===== src/rtl/immediate_fetcher_if.sv =====
// Command, result and prefetch-FIFO signals of the immediate fetcher.
// slave = fetcher side; master = requester plus FIFO side.
interface immediate_fetcher_if #(
   parameter int OUT_WIDTH = 32
);
   logic                 start;
   logic [1:0]           size;
   logic                 sign_extend;
   logic                 flush;
   logic                 busy;
   logic                 complete;
   logic [OUT_WIDTH-1:0] immediate;
   logic                 fifo_rd_en;
   logic [7:0]           fifo_rd_data;
   logic                 fifo_empty;

   modport master (
      output start, size, sign_extend, flush, fifo_rd_data, fifo_empty,
      input  busy, complete, immediate, fifo_rd_en
   );

   modport slave (
      input  start, size, sign_extend, flush, fifo_rd_data, fifo_empty,
      output busy, complete, immediate, fifo_rd_en
   );
endinterface


===== src/rtl/immediate_fetcher.sv =====
// Pops a 1/2/4-byte little-endian immediate from the prefetch FIFO and extends it to OUT_WIDTH.
// Define IMMEDIATE_FETCHER_FAR_PTR_EN for 4-byte far-pointer fetches (size 2/3); OUT_WIDTH must then be 32.
//
// state | meaning
// IDLE  | waiting for start
// FETCH | popping and capturing bytes until n have arrived
// DONE  | one cycle, complete pulses, immediate valid
module immediate_fetcher #(
   parameter int OUT_WIDTH = 32
) (
   input logic                clk,
   input logic                reset,
   immediate_fetcher_if.slave bus
);

`ifdef IMMEDIATE_FETCHER_FAR_PTR_EN
   localparam int NB = 4;
   localparam int CW = 3;
`else
   localparam int NB = 2;
   localparam int CW = 2;
`endif
   localparam int BW = NB * 8;

   typedef enum logic [1:0] {
      IDLE  = 2'd0,
      FETCH = 2'd1,
      DONE  = 2'd2
   } state_t;

   state_t        state_q;
   state_t        state_d;
   logic [CW-1:0] issued_q;
   logic [CW-1:0] received_q;
   logic [CW-1:0] n_q;
   logic [CW-1:0] n_req;
   logic [BW-1:0] byte_buf_q;
   logic          sign_q;
   logic          rd_pend_q;
   logic          start_ok;
   logic          rd_en;
   logic          complete_c;
   logic          last_byte;
   logic [31:0]   ext32;

   always_comb begin
`ifdef IMMEDIATE_FETCHER_FAR_PTR_EN
      case (bus.size)
         2'd0:    n_req = 3'd1;
         2'd1:    n_req = 3'd2;
         default: n_req = 3'd4;
      endcase
`else
      n_req = (bus.size == 2'd0) ? 2'd1 : 2'd2;
`endif
   end

   // rd_pend_q marks that fifo_rd_data holds the byte popped last cycle
   assign last_byte = rd_pend_q && (received_q == (n_q - CW'(1)));

   always_comb begin
      state_d    = state_q;
      start_ok   = 1'b0;
      rd_en      = 1'b0;
      complete_c = 1'b0;
      case (state_q)
         IDLE: begin
            if (bus.start && !bus.flush) begin
               start_ok = 1'b1;
               state_d  = FETCH;
            end
         end
         FETCH: begin
            if (bus.flush) begin
               state_d = IDLE;
            end else begin
               rd_en = !bus.fifo_empty && (issued_q < n_q);
               if (last_byte) state_d = DONE;
            end
         end
         DONE: begin
            complete_c = !bus.flush;
            state_d    = IDLE;
            if (bus.start && !bus.flush) begin
               start_ok = 1'b1;
               state_d  = FETCH;
            end
         end
         default: state_d = IDLE;
      endcase
   end

   always_ff @(posedge clk or posedge reset) begin
      if (reset) begin
         state_q    <= IDLE;
         issued_q   <= '0;
         received_q <= '0;
         n_q        <= '0;
         sign_q     <= 1'b0;
         byte_buf_q <= '0;
         rd_pend_q  <= 1'b0;
      end else begin
         state_q   <= state_d;
         rd_pend_q <= rd_en;
         if (start_ok) begin
            issued_q   <= '0;
            received_q <= '0;
            byte_buf_q <= '0;
            n_q        <= n_req;
            sign_q     <= bus.sign_extend;
         end else if (state_q == FETCH && !bus.flush) begin
            if (rd_en) issued_q <= issued_q + CW'(1);
            if (rd_pend_q) begin
               for (int i = 0; i < NB; i++) begin
                  if (received_q == CW'(i)) byte_buf_q[i*8 +: 8] <= bus.fifo_rd_data;
               end
               received_q <= received_q + CW'(1);
            end
         end
      end
   end

   always_comb begin
      ext32 = '0;
      case (n_q)
         CW'(1):  ext32 = {{24{sign_q & byte_buf_q[7]}}, byte_buf_q[7:0]};
         CW'(2):  ext32 = {{16{sign_q & byte_buf_q[15]}}, byte_buf_q[15:0]};
`ifdef IMMEDIATE_FETCHER_FAR_PTR_EN
         CW'(4):  ext32 = byte_buf_q;
`endif
         default: ext32 = '0;
      endcase
   end

   assign bus.busy       = (state_q != IDLE);
   assign bus.complete   = complete_c;
   assign bus.fifo_rd_en = rd_en;
   assign bus.immediate  = ext32[OUT_WIDTH-1:0];

endmodule

===== src/flat_wrapper.sv =====
// flat-port wrapper written by rule: the top's interface ports become plain ports
module immediate_fetcher_flat 
#(
   parameter int OUT_WIDTH = 32
)
  (clk, reset, bus_start, bus_size, bus_sign_extend, bus_flush, bus_fifo_rd_data, bus_fifo_empty, bus_busy, bus_complete, bus_immediate, bus_fifo_rd_en);
  immediate_fetcher_if #(.OUT_WIDTH(OUT_WIDTH)) bus_i ();
  input logic clk;
  input logic reset;
  input wire logic [$bits(bus_i.start)-1:0] bus_start;
  input wire logic [$bits(bus_i.size)-1:0] bus_size;
  input wire logic [$bits(bus_i.sign_extend)-1:0] bus_sign_extend;
  input wire logic [$bits(bus_i.flush)-1:0] bus_flush;
  input wire logic [$bits(bus_i.fifo_rd_data)-1:0] bus_fifo_rd_data;
  input wire logic [$bits(bus_i.fifo_empty)-1:0] bus_fifo_empty;
  output wire logic [$bits(bus_i.busy)-1:0] bus_busy;
  output wire logic [$bits(bus_i.complete)-1:0] bus_complete;
  output wire logic [$bits(bus_i.immediate)-1:0] bus_immediate;
  output wire logic [$bits(bus_i.fifo_rd_en)-1:0] bus_fifo_rd_en;
  assign bus_i.start = bus_start;
  assign bus_i.size = bus_size;
  assign bus_i.sign_extend = bus_sign_extend;
  assign bus_i.flush = bus_flush;
  assign bus_i.fifo_rd_data = bus_fifo_rd_data;
  assign bus_i.fifo_empty = bus_fifo_empty;
  assign bus_busy = bus_i.busy;
  assign bus_complete = bus_i.complete;
  assign bus_immediate = bus_i.immediate;
  assign bus_fifo_rd_en = bus_i.fifo_rd_en;
  immediate_fetcher #(.OUT_WIDTH(OUT_WIDTH)) u_core (.clk(clk), .reset(reset), .bus(bus_i));
endmodule

===== config.mk =====
export PLATFORM = sky130hd
export DESIGN_NAME = immediate_fetcher_flat
export DESIGN_NICKNAME = d
export VERILOG_FILES = /design/src/rtl/immediate_fetcher_if.sv /design/src/rtl/immediate_fetcher.sv /design/src/flat_wrapper.sv
export SDC_FILE = /design/constraint.sdc
export NUM_CORES = 1
export LEC_CHECK = 0
export ABC_AREA = 0
export CAP_MARGIN = 20
export CORE_MARGIN = 3
export CORE_UTILIZATION = 45
export DETAILED_ROUTE_END_ITERATION = 6
export PLACE_DENSITY = 0.85
export SETUP_SLACK_MARGIN = 0.2
export SLEW_MARGIN = 30
export SYNTH_ARGS = -nofsm -noshare
export SYNTH_HDL_FRONTEND = slang
export SYNTH_SLANG_ARGS = --single-unit

===== constraint.sdc =====
create_clock -name clk -period 2.59 [get_ports clk]
set_clock_uncertainty 0.1 [all_clocks]
set_input_delay 0.259 -clock clk [delete_from_list [all_inputs] [get_ports clk]]
set_output_delay 0.259 -clock clk [all_outputs]
set_load 0.03 [all_outputs]

After elaboration in Yosys (flattened, before gate mapping)
Index checks and enable logic that the tools add are counted.
Storage, ports and cells
  register bits after elaboration: 26
  memory bits (writable): 0
  latch bits: 0
  memory bits (read-only): 0
  memories kept: 0
  output and inout port bits: 35
Cells by class
  bitwise logic cells: 2
  add/sub/neg operators: 3
  equality and inequality tests: 8
  shift operators: 0
  order comparisons: 1
  multiplexer cells: 23
  reduce and logical (&&, ||, !) cells: 21
  div/mod/pow operators: 0
  multiply operators: 0
Operators by type and width (number)
  $pmux 32 s2: 1
  $mux 16: 3
  $mux 2: 10
  $mux 8: 2
  $reduce_bool 2->1: 6
  $eq 2x1->1 const B: 3
  $logic_not 2->1: 3
  $mux 1: 6
  $pmux 2 s3: 1
  $reduce_and 2->1: 3
  $reduce_and 3->1: 2
  $add 2x1->2 const B: 2
  $eq 2x2->1 const B: 2
  $logic_and 1x1->1: 4
  $ne 3x2->1 const B: 1
  $and 1x1->1: 2
  $eq 2x2->1: 1
  $logic_not 1->1: 2
  $lt 2x2->1: 1
  $ne 2x1->1 const B: 1
  $reduce_or 2->1: 1
  $sub 2x1->2 const B: 1

Logic depth before layout (Yosys ltp)
  depth after elaboration: 7
  gate-level depth with buffers: 6
  gate-level depth less buffers: 5

Least setup slack after synthesis
OpenSTA, ideal clock, no wires.
  kind: reg-to-output
  start point: register u_core.n_q[0]
  end point: output port bus_immediate[17]
  arrival: 2.433 ns
  stages on the path, launching flop included: 7
  setup slack: -0.202 ns
  path buffers: 2
  data required time: 2.231 ns
  path through: dfrtp_1 > inv_1 > ha_1 > clkbuf_1 > nand2b_1 > a21oi_1 > buf_4
Between the ends
  longest elaborated chain between the ends: 2
  elaborated cells between the ends (all ways): 3
  classes of those cells: eq/ne (2); mux (1)
Ends and longest elaborated chain
  start: declaration: line immediate_fetcher.sv:35  | logic [CW-1:0] n_q;
  start signal: assignment: line immediate_fetcher.sv:109  | n_q <= n_req;
  $eq 2x2->1 / $eq 2x1->1 (equally long branches): line immediate_fetcher.sv:125  | case (n_q)
  $pmux 32 s2 (*): line immediate_fetcher.sv:125
  end: declaration: line flat_wrapper.sv:18  | output wire logic [$bits(bus_i.immediate)-1:0] bus_immediate;
Mark *: on every way between the ends. The rest lies on a longest branch, timed or not.

Final worst setup path
  start point: register u_core.n_q[0]
  end point: output port bus_immediate[24]
The elaborated chain is that of the path after synthesis.

==> impl_metrics.json <==
{
  "min_period_ns": 2.30,
  "clk_path_buf_depth": 2,
  "finalWirelength_um": 3300,
  "avgSynthCellArea_um2": 8.54,
  "seqCellArea_um2": 651,
  "grt_max_degree": 27,
  "wl_per_cell_um": 12.9,
  "hold_viol": 0,
  "finalSetupViolations": 0,
  "worst_slack_ns": 0.287,
  "rsz0062_at_grt": "yes",
  "drv_cap": 0,
  "grt_pass1_vias": 1257,
  "fill_cells": 289,
  "worst_skew_pair.late_latency_ns": 0.31,
  "ant_nets": 0,
  "tightest_slew_ns": 0.747,
  "critPathArrivalTime_ns": 1.94,
  "cts_tree": "done",
  "layout-area-overhead-vs-synth_pct": 30.7,
  "setup.worst_path.class": "reg -> out",
  "clk_pin_slew_ns": 0.13,
  "use_met2": 0.279,
  "critPathMaxFanout": 16,
  "finalMaxSlewViolations": 0,
  "vias_per_cell": 5.01,
  "ir_worst_vdd_v": 0.000237,
  "vias": 1278,
  "diodes": 0,
  "overflow": 0,
  "core_mm2": 0.00310,
  "grt_pass1_wl_um": 5550,
  "ys_seq_elements": 26,
  "fin_crit_sh": 0.889,
  "drt_iter0_drc": 72,
  "fp.dieW_um": 63.5,
  "timing.setup.tns_ns": 0,
  "cp-end-kind": "output port",
  "syn_inst": 174,
  "routabilityCongestion": 0.923,
  "place_hpwl_um": 2430,
  "grtUsageTotal": 0.170,
  "antenna_found_initial": 0,
  "ys_types": 29,
  "pre_cts_ws_ns": 0.249,
  "initial_utilization": 0.479,
  "top_usage_layer": "met2",
  "num_rows": 20,
  "cts_root_buf": "clkbuf_4",
  "syn-cell-area_mm2": 0.00149,
  "layout.nets": 234,
  "drc": 0,
  "numPortBuffers": 50,
  "multi_input_area_um2": 671,
  "final_common_cell": "nand2_1",
  "drive_gt1_frac": 0.152,
  "status": "finished clean",
  "dieArea_mm2": 0.00403,
  "ioPinCount": 51,
  "slew_headroom": 0.501,
  "mostFrequentLayoutCells": "nand2_1 (28), dfrtp_1 (26), buf_4 (23)",
  "use_met1": 0.228,
  "synth-seq-area-share": 0.438,
  "synth_nets": 195,
  "drtPass1Iterations": 4,
  "die_y_um": 63.5,
  "cts_buffers": 3,
  "cts.sinks": 26,
  "max_freq_ghz": 0.434,
  "yosys_warnings": 0,
  "power_density_mw_per_mm2": 427,
  "hold_path.class": "in -> async",
  "met3_usage": 0.0267,
  "startpoint_type": "flop",
  "leakage_uw": 0.000936,
  "hold_buffers": 0,
  "cts_max_level": 1,
  "worst-endpoint-required_ns": 2.23
}
[synth_stat cells (all sizes together)]
library cell	instances	area [um^2]
nand2	28	105
dfrtp	26	651
buf	20	138
o21ai	20	100
nand3	18	90.1
a21oi	10	50.1
and2	10	62.6
nor2	7	26.3
clkbuf	5	18.8
ha	5	62.6
inv	5	18.8
nor3b	3	22.5
or3	2	12.5
or3b	2	17.5
xnor2	2	17.5
a21boi	1	7.51
a21o	1	7.51
a31oi	1	6.26
and3	1	6.26
and4bb	1	12.5
mux2i	1	10.0
nand2b	1	6.26
or2	1	6.26
or2b	1	7.51
or4b	1	13.8
xor2	1	8.76
[state kept, by name, summed over array words and instances, names as in the netlist]
name	cells
u_core.byte_buf_q	16
u_core.rd_pend_q	1
u_core.sign_q	1
u_core.n_q	2
u_core.issued_q	2
u_core.state_q	2
u_core.received_q	2
[area by class of cell]
type                       count  share of cell area
inverter                       5             0.00967
timing repair buffer          59               0.270
multi-input combinational    118               0.346
sequential                    26               0.335
tap                           44              0.0284
clock buffer                   3              0.0116
[cell families after synthesis]
group           count (synthesis)  share of synthesized area
simple gates                   76                      0.262
compound gates                 33                      0.115
buf+inv                        30                      0.118
flops                          26                      0.438
fa+ha+maj                       5                     0.0421
xor+xnor                        3                     0.0177
mux                             1                    0.00674
[metrics by stage]
step | utilization | cell area, um^2 | hold slack (ns) | instances | power [uW]
3_3_place_gp | 0.613 | 1900 | 0.399 | 250 | 662
3_5_place_dp | 0.613 | 1900 | 0.410 | 250 | 669
6_report | 0.625 | 1940 | 0.181 | 255 | 828
4_1_cts | 0.622 | 1930 | 0.189 | 254 | 830
5_1_grt | 0.625 | 1940 | 0.232 | 255 | 873
2_1_floorplan | - | 1490 | 0.199 | 174 | 576
[where the power goes]
part	switching, uW	internal [uW]	total [uW]
clock network	110	54.4	164
registers	19.1	429	448
logic	121	95.4	216
[layer usage]
metal,share of wire,up-vias,routed length [um]
met5,0,-,0
met4,0.0082,0,27
met3,0.064,2,212
met2,0.47,46,1560
met1,0.45,590,1500
li1,-,640,-
[critical path: stages (launching register included)]
cell      delay [ns]
dfrtp_1         0.41
inv_1           0.08
ha_1            0.31
buf_4           0.18
nand2b_1        0.18
a21oi_4         0.16
buf_12          0.15
buf_4           0.16
[path summary, 6_finish.rpt]
kind                                          to  depth (start not counted)  slack [ns]                 start
setup / recovery               bus_immediate[24]                          7        0.29         u_core.n_q[0]
hold / removal             u_core.byte_buf_q[14]                          3        0.18                 reset
setup reg to reg              u_core.issued_q[1]                          5        0.66         u_core.n_q[1]
hold reg to reg             u_core.byte_buf_q[9]                          2        0.43  u_core.byte_buf_q[9]
max in group asynchronous   u_core.byte_buf_q[1]                          3        1.97                 reset
min in group clk                   u_core.sign_q                          3        0.38       bus_sign_extend
[timing repair]
item                                    in CTS  in global routing
gates cloned                                 0                  0
endpoints found under the setup margin      33                 28
pin swaps                                    0                  0
gates resized for setup                     18                  6
setup buffers                                1                  1
(Power assumes the default switching activity.)
